File: config.mk
export PLATFORM = sky130hd
export DESIGN_NAME = mem_port_arbiter
export DESIGN_NICKNAME = d
export VERILOG_FILES = /design/src/rtl/mem_port_arbiter.sv
export SDC_FILE = /design/constraint.sdc
export NUM_CORES = 1
export LEC_CHECK = 0
export ABC_CLOCK_PERIOD_IN_PS = 1800
export BUFFER_PORTS_ARGS = -buffer_cell sky130_fd_sc_hd__buf_2
export CAP_MARGIN = 20
export CORE_AREA = 2 2 217 219
export CTS_CLUSTER_DIAMETER = 150
export DETAILED_ROUTE_END_ITERATION = 7
export DIE_AREA = 0 0 219 221
export SETUP_SLACK_MARGIN = 0.3
export SLEW_MARGIN = 30
export SYNTH_ARGS = -nofsm -noshare
export SYNTH_HDL_FRONTEND = slang
export SYNTH_SLANG_ARGS = --single-unit
File: constraint.sdc
create_clock -name clk_i -period 1.8 [get_ports clk_i]
set_input_delay 0.18 -clock clk_i [delete_from_list [all_inputs] [get_ports clk_i]]
set_output_delay 0.18 -clock clk_i [all_outputs]
set_load 0.03 [all_outputs]
File: src/rtl/mem_port_arbiter.sv
// Single-port SRAM arbiter: round-robin grant with burst locking, lock idle
// timeout, and a one-cycle read-return tag that steers rvalid to the issuer.
module mem_port_arbiter #(
  parameter int NUM_REQ      = 2,
  parameter int ADDR_W       = 64,
  parameter int DATA_W       = 64,
  parameter int LOCK_TIMEOUT = 256
) (
  input  logic                        clk_i,
  input  logic                        rst_ni,
  input  logic [NUM_REQ-1:0]          req_i,
  input  logic [NUM_REQ-1:0]          we_i,
  input  logic [NUM_REQ-1:0]          lock_i,
  input  logic [NUM_REQ*ADDR_W-1:0]   addr_i,
  input  logic [NUM_REQ*DATA_W-1:0]   wdata_i,
  input  logic [NUM_REQ*DATA_W/8-1:0] be_i,
  output logic [NUM_REQ-1:0]          gnt_o,
  output logic [NUM_REQ-1:0]          rvalid_o,
  output logic [DATA_W-1:0]           rdata_o,
  output logic                        mem_req_o,
  output logic                        mem_we_o,
  output logic [ADDR_W-1:0]           mem_addr_o,
  output logic [DATA_W/8-1:0]         mem_be_o,
  output logic [DATA_W-1:0]           mem_wdata_o,
  input  logic [DATA_W-1:0]           mem_rdata_i
);

  localparam int          IDX_W  = $clog2(NUM_REQ);
  localparam int          CNT_W  = $clog2(LOCK_TIMEOUT + 1);
  localparam int          BE_W   = DATA_W / 8;
  localparam int unsigned NREQ_U = NUM_REQ;

  typedef enum logic {ST_OPEN, ST_LOCKED} state_e;

  state_e             state_q, state_n;
  logic [IDX_W-1:0]   rr_ptr_q, rr_ptr_n;
  logic [IDX_W-1:0]   owner_q, owner_n;
  logic [CNT_W-1:0]   idle_cnt_q, idle_cnt_n;
  logic [NUM_REQ-1:0] rtag_q;
  logic [NUM_REQ-1:0] gnt;
  logic [IDX_W-1:0]   gnt_idx;
  logic [IDX_W-1:0]   cand;
  logic               gnt_any;

  function automatic logic [IDX_W-1:0] wrap_inc(input logic [IDX_W-1:0] i);
    return (i == IDX_W'(NUM_REQ - 1)) ? '0 : i + IDX_W'(1);
  endfunction

  // Grant is gated by rst_ni so nothing reaches the SRAM while in reset.
  always_comb begin
    gnt     = '0;
    gnt_idx = '0;
    gnt_any = 1'b0;
    cand    = '0;
    if (rst_ni) begin
      if (state_q == ST_LOCKED) begin
        if (req_i[owner_q]) begin
          gnt[owner_q] = 1'b1;
          gnt_idx      = owner_q;
          gnt_any      = 1'b1;
        end
      end else begin
        for (int unsigned i = 0; i < NREQ_U; i++) begin
          cand = IDX_W'((32'(rr_ptr_q) + i) % NREQ_U);
          if (!gnt_any && req_i[cand]) begin
            gnt[cand] = 1'b1;
            gnt_idx   = cand;
            gnt_any   = 1'b1;
          end
        end
      end
    end
  end

  always_comb begin
    state_n    = state_q;
    rr_ptr_n   = rr_ptr_q;
    owner_n    = owner_q;
    idle_cnt_n = '0;
    case (state_q)
      ST_OPEN: begin
        if (gnt_any) begin
          rr_ptr_n = wrap_inc(gnt_idx);
          if (lock_i[gnt_idx]) begin
            state_n = ST_LOCKED;
            owner_n = gnt_idx;
          end
        end
      end
      ST_LOCKED: begin
        if (gnt_any) begin
          if (!lock_i[gnt_idx]) state_n = ST_OPEN;
        end else if (idle_cnt_q == CNT_W'(LOCK_TIMEOUT - 1)) begin
          // Forced release: fairness resumes just past the stale owner.
          state_n  = ST_OPEN;
          rr_ptr_n = wrap_inc(owner_q);
        end else begin
          idle_cnt_n = idle_cnt_q + CNT_W'(1);
        end
      end
      default: state_n = ST_OPEN;
    endcase
  end

  always_comb begin
    mem_we_o    = 1'b0;
    mem_addr_o  = '0;
    mem_be_o    = '0;
    mem_wdata_o = '0;
    for (int unsigned i = 0; i < NREQ_U; i++) begin
      if (gnt[i]) begin
        mem_we_o    |= we_i[i];
        mem_addr_o  |= addr_i[i*ADDR_W +: ADDR_W];
        mem_be_o    |= be_i[i*BE_W +: BE_W];
        mem_wdata_o |= wdata_i[i*DATA_W +: DATA_W];
      end
    end
  end

  always_ff @(posedge clk_i or negedge rst_ni) begin
    if (!rst_ni) begin
      state_q    <= ST_OPEN;
      rr_ptr_q   <= '0;
      owner_q    <= '0;
      idle_cnt_q <= '0;
      rtag_q     <= '0;
    end else begin
      state_q    <= state_n;
      rr_ptr_q   <= rr_ptr_n;
      owner_q    <= owner_n;
      idle_cnt_q <= idle_cnt_n;
      rtag_q     <= gnt & ~we_i;
    end
  end

  assign gnt_o     = gnt;
  assign mem_req_o = gnt_any;
  assign rvalid_o  = rtag_q;
  assign rdata_o   = mem_rdata_i;

endmodule
==> reports/qor.log, run 1 <==
qor: layout.post-route-util 0.169
qor: layout.drive_gt1_frac 0.907
qor: job.max_cap_violations 0
qor: pwr.p_leak 3.96 nW
qor: timing.timing.final.ws_setup -0.399 ns
qor: timing.number_of_max_slew_violations_in_the_final_report 0
qor: detailed_routing.viasPerCell 3.30
qor: critical_path.worstSetupEndpointType output pin
qor: clock_network.cts_root_buffer sky130_fd_sc_hd__clkbuf_16
qor: pwr.power_frac_seq 0.062
qor: synth.synth_simple_gate_area_share 0.0647
qor: clock_network.cts_htree_levels 1
qor: detailed_routing.antenna_violating_nets_post_route 0
qor: synth.ys_dominant_reg_cell sky130_fd_sc_hd__dfrtp_1
qor: synth.postSynthNetCount 651
qor: synth.synth_top_family_by_area compound AO/OA/AOI/OAI gates
qor: global_route.grt_start_max_net_pins 40
qor: outcome.status complete, but fails checks
qor: die.fp-row-count 79
qor: clock_network.cts_tree done
qor: die.die-height 221 um
qor: hold_path.hold_path.class input port to flop
qor: timing.finalHoldViolations 0
qor: timing.setup-violations-final 138
qor: outcome.failing_checks setup timing
qor: pwr.max-vdd-ir-drop 0.389 mV
qor: pwr.p_sw_frac 0.451
qor: detailed_routing.drtPass1Iterations 6
qor: layout.syn2layout_area_growth 203%
qor: global_route.grt.overflow.total 0
qor: synth.post_synthesis_cell_count 306
qor: timing.rsz0062_at_grt true
qor: clock_network.cts_made_buffers 3
qor: critical_path.startpoint_type flop
qor: pwr.p_total 6.81 mW
qor: pwr.switchingPower 3.07 mW
qor: critical_path.timing.critical_path.max_delay_family simple AND/OR/NAND/NOR gates
qor: die.fp.dieW 219 um
qor: global_route.grt_antenna_before_repair 12
qor: timing.worst_slew_pin_slew 0.639 ns
qor: synth.async_s_r_ff_share_synth 1.00
qor: detailed_routing.routedWlPerCell 16.0 um
qor: synth.yosys_warn_count 0
qor: die.design.core.area 46100 um2
qor: critical_path.worst-endpoint-arrival 2.02 ns
qor: placement.dpl.cell_count 1271
qor: critical_path.worstPathMaxFanout 15
qor: clock_network.ctsLongestPathBuffers 2
qor: timing.period_share 1.22
qor: layout.fin_nets 1045
qor: synth.synthesized_area_divided_by_synthesized_cell_count 8.41 um2
qor: die.floorplan.initialDensity 0.0559
qor: synth.synth_largest_type_area_fraction 0.470
qor: synth.synth_cell_type_count 31
qor: critical_path.timing.critical_path.slowest_cell_delay 0.40 ns
qor: pwr.pwr-share-comb 0.879
qor: synth.post_synth_mux_area_share 0.00389
qor: pwr.clkPwrFrac 0.060
qor: synth.ys_ff_latch 14
qor: global_route.first_global_vias 4612
qor: timing.timing.clock.skew 0.00337 ns
qor: placement.detailedPlacementHpwl 16000 um
qor: layout.instances_no_fill 1310
qor: pwr.cellPowerDensity 873 nW/um2
qor: synth.netlist_area 2570 um2
qor: timing.period_minus_slack 2.20 ns
qor: synth.number_of_synthesized_flops_with_an_enable_pin 0
qor: clock_network.worstSkewPairLatency 0.24 ns
qor: synth.synth-compound-area-share 0.503
qor: synth.synth_xor_xnor_area_share 0.0204
qor: timing.timing.setup.tns -46.42 ns
qor: detailed_routing.postRouteWirelength 21000 um
qor: placement.portBuffers 421
qor: critical_path.timing.setup.critical_path_class flop to output pin
qor: detailed_routing.detailroute.via_count 4322
qor: global_route.grt_pass1_wl 27800 um
qor: clock_network.clk_transition_reported_paths 0.04 ns
qor: detailed_routing.drt_first_iter_violations 118
qor: critical_path.critical_path_required 1.62 ns
qor: synth.seq_area_frac_synth 0.136
qor: clock_network.cts.sinks 14
qor: critical_path.crit_path_cell_trace or3b_1, and4_4, buf_12, buf_16, a22o_2, buf_6
qor: die.num_io_pins 550
qor: detailed_routing.drcViolationCount 0
qor: die.design.die.area 48400 um2
qor: pwr.internal_power 3.74 mW
qor: critical_path.timing.critical_path.slowest_stage_cell sky130_fd_sc_hd__dfrtp_1
qor: global_route.grt_util_all_layers 0.0783
qor: critical_path.critical_path.n_buffers_inverters 3
qor: synth.yosys.area_share.adder 0.00486
qor: timing.max-slew-margin-rel 0.573
qor: placement.pre_cts_slack -0.147 ns
qor: synth.largest_area_contributor_in_the_netlist sky130_fd_sc_hd__a22o_1
qor: synth.netlist_top_cells_area sky130_fd_sc_hd__a22o_1, sky130_fd_sc_hd__buf_4, sky130_fd_sc_hd__dfrtp_1
qor: timing.fmaxAchievable 455 MHz
qor: placement.gp_congestion 0.926
==> flip-flops by register name, indices dropped and copies added (netlist names) <==
name	flops
rr_ptr_q	1
rvalid_o	2
idle_cnt_q	9
state_q	1
owner_q	1
==> routing by layer <==
| metal | share of wire | wire length, um | track usage | vias to the layer above |
|---|---|---|---|---|
| met5 | 0.0034 | 71 | 0 | - |
| met4 | 0.037 | 769 | 0.0318 | 10 |
| met3 | 0.13 | 2790 | 0.0334 | 52 |
| met2 | 0.51 | 10700 | 0.147 | 344 |
| met1 | 0.32 | 6710 | 0.0734 | 1981 |
| li1 | - | - | - | 1935 |
==> final timing paths <==
check	from	endpoint	slack [ns]	cells past startpoint
max	state_q	mem_wdata_o[13]	-0.40	6
min reg2reg	idle_cnt_q[8]	idle_cnt_q[8]	0.52	2
min	we_i[0]	rvalid_o[0]	0.18	2
min in group asynchronous	rst_ni	idle_cnt_q[0]	0.70	3
max reg2reg	state_q	state_q	0.06	6
max in group asynchronous	rst_ni	rvalid_o[0]	0.68	3
==> metrics by stage <==
step	instance area (um2)	hold WS, ns
5_1_grt	7800	0.200
3_3_place_gp	6110	0.213
2_1_floorplan	3630	-0.116
6_report	7800	0.177
4_1_cts	7440	0.201
3_5_place_dp	6110	0.215
==> power groups by stage <==
stage	Sequential (mW)	Combinational (mW)	Clock [mW]
after floorplan	0.439	3.33	0
after global placement	0.425	4.38	0
after detailed placement	0.429	4.43	0
after CTS	0.418	5.71	0.416
after global routing	0.426	6.27	0.437
final	0.420	5.98	0.405
==> Yosys cell counts, drive strengths merged (2+ instances only) <==
cell and n:
o211ai 2, nand4 4, a21o 3, a22o 138, nand2 4, dfrtp 14
nand3 3, o21ai 3, buf 81, xnor2 3, xor2 3, inv 5
nor2 13, a21oi 2, clkbuf 14, nand2b 2
==> worst register-to-register path, delay by kind of cell (launching register included) <==
family / cells / cell delay [ns]
compound gates: 1 / 0.24
buf+inv: 3 / 0.41
flops: 1 / 0.40
simple gates: 2 / 0.58
==> timing repair <==
action                                  4_1_cts  5_1_grt
buffers inserted                             13        2
gates resized for setup                     262       70
hold buffers                                  1        0
endpoints found under the setup margin      149      145
cloned                                       12        3
pin swaps                                    11        9
endpoints found under the hold margin        14        0
==> final cells by class <==
cell class / count / area, um2
Fill cell: 5050 / 38300
Timing Repair Buffer: 482 / 3900
Multi-Input combinational cell: 192 / 2640
Tap cell: 607 / 759
Sequential cell: 14 / 350
Clock buffer: 3 / 75.1
Inverter: 5 / 45.0
Timing Repair inverter: 2 / 22.5
Antenna cell: 5 / 12.5
==> logic make-up (layout without fill, tap and decap cells) <==
| family | count (synthesis) | count (layout) |
|---|---|---|
| and+or+nand+nor | 33 | 33 |
| adders and majority gates | 1 | 1 |
| other | 0 | 5 |
| xor gates and xnor gates | 6 | 6 |
| buffers and inverters | 100 | 492 |
| AOI/OAI and AO/OA | 151 | 151 |
| DFF | 14 | 14 |
| muxes | 1 | 1 |
==> layout by cell type (no fill, tap or decap), types with 2 or more instances in the layout <==
cell type / n
sky130_fd_sc_hd__o21ai_0: 3
sky130_fd_sc_hd__buf_8: 2
sky130_fd_sc_hd__a21o_1: 3
sky130_fd_sc_hd__nand3_1: 3
sky130_fd_sc_hd__a22o_2: 19
sky130_fd_sc_hd__clkbuf_16: 6
sky130_fd_sc_hd__o211ai_1: 2
sky130_fd_sc_hd__buf_4: 24
sky130_fd_sc_hd__inv_8: 2
sky130_fd_sc_hd__nor2_1: 11
sky130_fd_sc_hd__nand2_1: 4
sky130_fd_sc_hd__buf_16: 14
sky130_fd_sc_hd__xnor2_1: 2
sky130_fd_sc_hd__inv_1: 4
sky130_fd_sc_hd__xor2_1: 3
sky130_fd_sc_hd__buf_6: 135
sky130_fd_sc_hd__nand4_1: 4
sky130_fd_sc_hd__a22o_4: 118
sky130_fd_sc_hd__buf_2: 291
sky130_fd_sc_hd__buf_12: 12
sky130_fd_sc_hd__dfrtp_1: 14
sky130_fd_sc_hd__diode_2: 5
Power figures use the tool's default switching activity.
==> inputs of run 2 (changes only) <==
ABC_CLOCK_PERIOD_IN_PS = 2700   (was 1800)
CORE_AREA = 2 2 214 216   (was 2 2 217 219)
DIE_AREA = 0 0 216 218   (was 0 0 219 221)
clock period = 2.7 ns   (was 1.8 ns; I/O delays follow)
==> reports/qor.log, run 2 (synthesis results as in run 1) <==
qor: detailed_routing.detailroute.via_count 4124 [-4.6%]
qor: global_route.grt_util_all_layers 0.0794 [+0.00118]
qor: die.die-height 218 um [-1.4%]
qor: clock_network.cts_root_buffer sky130_fd_sc_hd__clkbuf_16
qor: detailed_routing.wirelength_met1 7830 um [+17%]
qor: timing.fmaxAchievable 419 MHz
qor: critical_path.crit_path_cell_trace or3b_4, and4_4, buf_16, a22o_1, buf_2
qor: critical_path.startpoint_type flop
qor: critical_path.timing.critical_path.slowest_stage_cell sky130_fd_sc_hd__dfrtp_2
qor: pwr.p_leak 2.79 nW [-29%]
qor: timing.period_minus_slack 2.39 ns
qor: detailed_routing.drt_first_iter_violations 148 [+25%]
qor: die.design.die.area 47100 um2 [-2.7%]
qor: pwr.max-vdd-ir-drop 0.206 mV [-47%]
qor: global_route.grt_pass1_wl 26300 um [-5.2%]
qor: job.max_cap_violations 0 [unchanged]
qor: global_route.grt_antenna_before_repair 23 [+11]
qor: layout.largest_register_ff_count 9 [unchanged]
qor: critical_path.r2r_slack 0.98 ns [+0.92 ns]
qor: outcome.status finished, final reports clean
qor: die.design.core.area 44900 um2 [-2.5%]
qor: timing.whs 0.00542 ns [-0.172 ns]
qor: clock_network.cts_tree done
qor: critical_path.timing.setup.critical_path_class flop to output pin
qor: pwr.cellPowerDensity 589 nW/um2 [-33%]
qor: detailed_routing.routedWlPerCell 17.0 um [+5.8%]
qor: clock_network.cts_made_buffers 3 [unchanged]
qor: hold_path.hold_path.class input port to asynchronous set/reset pin
qor: clock_network.clk_transition_reported_paths 0.05 ns [about the same]
qor: detailed_routing.detailroute.wirelength.met3 2150 um [-23%]
qor: critical_path.timing.critical_path.max_delay_family simple AND/OR/NAND/NOR gates
qor: critical_path.worst-endpoint-arrival 2.12 ns [+0.10 ns]
qor: global_route.grt.overflow.total 0 [unchanged]
qor: placement.gp_congestion 0.884 [-4.5%]
qor: die.fp.dieW 216 um [-1.4%]
qor: timing.timing.clock.skew 0.00114 ns [-0.00223 ns]
qor: global_route.first_global_vias 3773 [-18%]
qor: detailed_routing.antenna_violating_nets_post_route 0 [unchanged]
qor: detailed_routing.drcViolationCount 0 [unchanged]
qor: timing.timing.setup.tns 0 ns [+46.42 ns]
qor: detailed_routing.postRouteWirelength 21300 um [+1.3%]
qor: timing.timing.final.ws_setup 0.314 ns [+0.713 ns]
qor: layout.syn2layout_area_growth 98.2%
qor: layout.registers.top_by_ff_count idle_cnt_q
qor: critical_path.worstPathMaxFanout 58 [+43]
qor: timing.period_share 0.884
qor: clock_network.ctsLongestPathBuffers 2 [unchanged]
qor: timing.number_of_max_slew_violations_in_the_final_report 0 [unchanged]
qor: layout.fin_nets 995 [-4.8%]
qor: clock_network.cts_htree_levels 1 [unchanged]
qor: timing.rsz0062_at_grt true
qor: timing.setup-violations-final 0 [-100%]
qor: timing.finalHoldViolations 0 [unchanged]
qor: critical_path.worstSetupEndpointType output pin
qor: layout.final_cell_mix sky130_fd_sc_hd__buf_2, sky130_fd_sc_hd__a22o_1, sky130_fd_sc_hd__nor2_1, sky130_fd_sc_hd__dfrtp_1, sky130_fd_sc_hd__buf_4
qor: die.fp-row-count 78 [-1.3%]
qor: layout.layout_commonest_cell sky130_fd_sc_hd__buf_2
qor: critical_path.timing.critical_path.slowest_cell_delay 0.44 ns [+0.04 ns]
qor: placement.portBuffers 421 [unchanged]
qor: placement.detailedPlacementHpwl 18500 um [+16%]
qor: critical_path.critical_path_required 2.43 ns [+0.81 ns]
qor: timing.worst_slew_pin_slew 0.443 ns [-0.195 ns]
qor: layout.drive_gt1_frac 0.684 [-0.223]
qor: layout.num-fill-cells 5197 [+2.9%]
qor: detailed_routing.topRoutingLayerUsed met4
qor: clock_network.worstSkewPairLatency 0.24 ns [about the same]
qor: timing.max-slew-margin-rel 0.701 [+0.129]
qor: detailed_routing.drtPass1Iterations 4 [-2]
qor: pwr.p_total 3.00 mW [-56%]
qor: die.num_io_pins 550 [unchanged]
qor: global_route.grt_start_max_net_pins 70 [+75%]
qor: placement.pre_cts_slack 0.299 ns [+0.446 ns]
qor: clock_network.cts.sinks 14 [unchanged]
qor: critical_path.critical_path.n_buffers_inverters 2 [-1]
qor: detailed_routing.viasPerCell 3.29 [-0.32%]
qor: detailed_routing.dr_wl_met2 10400 um [-1.9%]
qor: die.floorplan.initialDensity 0.0573 [+0.00145]
run 2: where the power goes:
part	internal (mW)	leakage [nW]	total, mW	switching (mW)
registers	0.252	0.184	0.302	0.0499
clock network	0.224	0.0442	0.310	0.0858
logic	0.860	2.57	2.39	1.53
total	1.34	2.79	3.00	1.67
run 2: path summary, 6_finish.rpt:
path | depth (start not counted) | startpoint | endpoint
max in group asynchronous | 2 | rst_ni | idle_cnt_q[2]
hold reg to reg | 1 | idle_cnt_q[0] | idle_cnt_q[0]
setup reg to reg | 5 | idle_cnt_q[0] | state_q
setup / recovery | 5 | state_q | mem_addr_o[16]
min in group clk_i | 2 | we_i[1] | rvalid_o[1]
hold / removal | 2 | rst_ni | rvalid_o[0]
run 2: routing by layer:
layer	track usage	up-vias
li1	-	1829
met4	0.0265	0
met2	0.145	364
met1	0.0877	1863
met3	0.0233	68
met5	0	-
run 2: through the flow:
| stage | instances | utilization | area (um2) |
|---|---|---|---|
| 6_report | 1254 | 0.114 | 5100 |
| 5_1_grt | 1254 | 0.114 | 5100 |
| 4_1_cts | 1248 | 0.112 | 5050 |
| 3_5_place_dp | 1240 | 0.108 | 4870 |
| 3_3_place_gp | 1240 | 0.108 | 4870 |
| 2_1_floorplan | 306 | - | 2570 |
run 2: cell type report:
| class | count | area, um2 | area share |
|---|---|---|---|
| antenna | 5 | 12.5 | 0.00245 |
| multi-input combinational | 193 | 1580 | 0.309 |
| clock buffer | 4 | 88.8 | 0.0174 |
| inverter | 5 | 32.5 | 0.00638 |
| sequential | 14 | 352 | 0.0689 |
| timing repair buffer | 433 | 2290 | 0.449 |
| tap | 600 | 751 | 0.147 |
run 2: worst register-to-register path, stage by stage, from the launching register on:
cell	delay, ns
sky130_fd_sc_hd__dfrtp_1	0.40
sky130_fd_sc_hd__ha_1	0.23
sky130_fd_sc_hd__nand4_1	0.15
sky130_fd_sc_hd__or3_1	0.43
sky130_fd_sc_hd__nand2b_1	0.24
sky130_fd_sc_hd__o211ai_1	0.13
run 2: what timing repair did:
| action | CTS | global route |
|---|---|---|
| hold endpoints to repair | 7 | 0 |
| gates resized for setup | 8 | 3 |
| pin swaps | 1 | 1 |
| gates cloned | 1 | 1 |
| endpoints found under the setup margin | 90 | 9 |
| hold buffers | 1 | 0 |
| buffers inserted | 2 | 0 |
==> inputs of run 3 (changes only) <==
BUFFER_PORTS_ARGS = default   (was -buffer_cell sky130_fd_sc_hd__buf_2)
CORE_AREA = 2 2 211 213   (was 2 2 214 216)
DIE_AREA = 0 0 213 215   (was 0 0 216 218)
DONT_BUFFER_PORTS = 1   (was default)
==> reports/qor.log, run 3 (synthesis results as in run 1) <==
qor: timing.whs 0.0908 ns [+0.0853 ns]
qor: outcome.status finished, final reports clean
qor: timing.finalHoldViolations 0 [unchanged]
qor: critical_path.worstRegToRegCells 4 [-1]
qor: layout.final_cell_mix sky130_fd_sc_hd__a22o_1, sky130_fd_sc_hd__a22o_2, sky130_fd_sc_hd__a22o_4
qor: critical_path.r2r_slack 0.94 ns [-0.04 ns]
qor: die.design.core.area 43600 um2 [-2.8%]
qor: timing.rsz0062_at_grt true
qor: hold_path.worstHoldEndpoint rvalid_o[0]
qor: timing.timing.clock.skew 0.00480 ns [+0.00366 ns]
qor: hold_path.hold_start we_i[0]
qor: pwr.p_leak 1.18 nW [-58%]
qor: detailed_routing.drtPass1Iterations 4 [unchanged]
qor: placement.detailedPlacementHpwl 19500 um [+5.7%]
qor: timing.timing.setup.tns 0 ns [unchanged]
qor: critical_path.timing.setup.critical_path_class flop to output pin
qor: critical_path.crit-reg2reg-capture owner_q
qor: timing.setup-violations-final 0 [unchanged]
qor: timing.period_share 0.872 [-0.0120]
qor: detailed_routing.detailroute.via_count 2667 [-35%]
qor: layout.design_area 3360 um2 [-34%]
qor: layout.registers.top_by_ff_count idle_cnt_q
qor: global_route.grt_antenna_before_repair 16 [-30%]
qor: layout.layout_commonest_cell sky130_fd_sc_hd__a22o_1
qor: clock_network.clk_transition_reported_paths 0.05 ns [about the same]
qor: die.num_io_pins 550 [unchanged]
qor: clock_network.cts_htree_levels 1 [unchanged]
qor: critical_path.worstSetupEndpointType output pin
qor: timing.worst_slew_pin_slew 0.654 ns [+0.211 ns]
qor: die.die-height 215 um [-1.4%]
qor: hold_path.hold_path.class input port to flop
qor: critical_path.startpoint_type flop
qor: detailed_routing.postRouteWirelength 23400 um [+10%]
qor: clock_network.cts_root_buffer sky130_fd_sc_hd__clkbuf_16
qor: clock_network.cts_tree done
qor: layout.syn2layout_area_growth 30.6%
qor: timing.fmaxAchievable 425 MHz [+1.4%]
qor: placement.portBuffers 0 [-100%]
qor: critical_path.worstPathMaxFanout 23 [-60%]
qor: die.fp-row-count 77 [-1.3%]
qor: timing.number_of_max_slew_violations_in_the_final_report 0 [unchanged]
qor: global_route.first_global_vias 2331 [-38%]
qor: placement.detailed_place.area 2830 um2 [-42%]
qor: placement.gp_congestion 0.737 [-17%]
qor: critical_path.worst-endpoint-arrival 2.08 ns [-0.04 ns]
qor: layout.instances_no_fill 838 [-33%]
qor: clock_network.cts.sinks 14 [unchanged]
qor: clock_network.ctsLongestPathBuffers 2 [unchanged]
qor: layout.fin_nets 586 [-41%]
qor: detailed_routing.drt_first_iter_violations 121 [-18%]
qor: pwr.cellPowerDensity 804 nW/um2 [+37%]
qor: hold_path.timing.hold.worst_path_depth 1
qor: pwr.max-vdd-ir-drop 0.192 mV [-6.6%]
qor: job.max_cap_violations 0 [unchanged]
qor: layout.drive_gt1_frac 0.460 [-0.224]
qor: detailed_routing.drcViolationCount 0 [unchanged]
qor: critical_path.critical_path.reg2reg.startpoint state_q
qor: detailed_routing.routedWlPerCell 27.9 um [+65%]
qor: global_route.grt_pass1_wl 24400 um [-7.1%]
qor: global_route.grt.overflow.total 0 [unchanged]
qor: die.design.die.area 45800 um2 [-2.7%]
qor: clock_network.cts_made_buffers 3 [unchanged]
qor: global_route.grt_util_all_layers 0.0855 [+0.00608]
qor: critical_path.critical_path_required 2.43 ns [about the same]
qor: clock_network.worstSkewPairLatency 0.24 ns [about the same]
qor: timing.period_minus_slack 2.35 ns [-0.0324 ns]
qor: global_route.grt_start_max_net_pins 92 [+31%]
qor: layout.largest_register_ff_count 9 [unchanged]
qor: timing.max-slew-margin-rel 0.562 [-0.139]
qor: die.floorplan.initialDensity 0.0590 [+0.00164]
qor: detailed_routing.viasPerCell 3.18 [-3.2%]
qor: placement.dpl.cell_count 817 [-34%]
qor: detailed_routing.antenna_violating_nets_post_route 0 [unchanged]
qor: die.fp.dieW 213 um [-1.4%]
[run 3: changes by cell type in the layout (fill, tap and decap cells not counted), moves of 2 or more]
| cell | previous run | this run |
|---|---|---|
| sky130_fd_sc_hd__buf_12 | 2 | 6 |
| sky130_fd_sc_hd__a22o_1 | 135 | 60 |
| sky130_fd_sc_hd__diode_2 | 5 | 7 |
| sky130_fd_sc_hd__buf_6 | 1 | 3 |
| sky130_fd_sc_hd__buf_2 | 420 | 0 |
| sky130_fd_sc_hd__a22o_2 | 0 | 55 |
| sky130_fd_sc_hd__buf_4 | 6 | 10 |
| sky130_fd_sc_hd__a22o_4 | 3 | 23 |
[run 3: where the power goes]
| group | switching [mW] | internal (mW) |
|---|---|---|
| combinational | 1.47 | 0.642 |
| sequential | 0.0625 | 0.252 |
| clock | 0.0799 | 0.193 |
[run 3: metrics by stage]
| step | power [mW] | utilization | setup slack (ns) |
|---|---|---|---|
| 2_1_floorplan | 2.04 | - | 0.636 |
| 3_3_place_gp | 2.12 | 0.0649 | 0.476 |
| 3_5_place_dp | 2.15 | 0.0649 | 0.409 |
| 4_1_cts | 2.46 | 0.0675 | 0.240 |
| 5_1_grt | 2.83 | 0.0770 | 0.272 |
| 6_report | 2.70 | 0.0770 | 0.346 |
[run 3: cell type report]
| cell class | count | area, um2 |
|---|---|---|
| fillers | 5065 | 40300 |
| multi-input cells | 194 | 1840 |
| well taps | 592 | 741 |
| flip-flops and latches | 14 | 352 |
| repair buffers | 23 | 317 |
| clock buffers | 3 | 75.1 |
| inverters | 5 | 21.3 |
| diodes | 7 | 17.5 |
[run 3: what timing repair did]
| item | CTS | global route |
|---|---|---|
| pin swaps | 1 | 15 |
| gates cloned | 0 | 6 |
| hold endpoints to repair | 14 | 0 |
| endpoints found under the setup margin | 91 | 114 |
| hold buffers | 1 | 0 |
| setup buffers | 0 | 4 |
| gates resized for setup | 17 | 90 |
[run 3: metal layers]
layer,global-route usage,vias up,share of wire
met5,0,-,0.00056
met4,0.0301,2,0.042
li1,-,1015,-
met1,0.0893,1253,0.35
met2,0.154,343,0.50
met3,0.0338,54,0.11
[run 3: worst max-delay path, cell delays in order, from the launching register on]
cell and delay [ns]:
sky130_fd_sc_hd__dfrtp_2 0.46, sky130_fd_sc_hd__or3b_4 0.41, sky130_fd_sc_hd__and4_4 0.30, sky130_fd_sc_hd__buf_16 0.19, sky130_fd_sc_hd__a22o_1 0.29, sky130_fd_sc_hd__buf_12 0.15
[run 3: how the worst max path moves through the flow]
stage / startpoint / endpoint / slack, ns / cells past startpoint
after floorplan: state_q / mem_addr_o[58] / 0.64 / 5
after global placement: owner_q / mem_wdata_o[16] / 0.48 / 4
after detailed placement: owner_q / mem_wdata_o[16] / 0.41 / 4
after CTS: owner_q / mem_wdata_o[47] / 0.24 / 4
after global routing: state_q / mem_wdata_o[28] / 0.27 / 5
final: state_q / mem_wdata_o[27] / 0.35 / 5
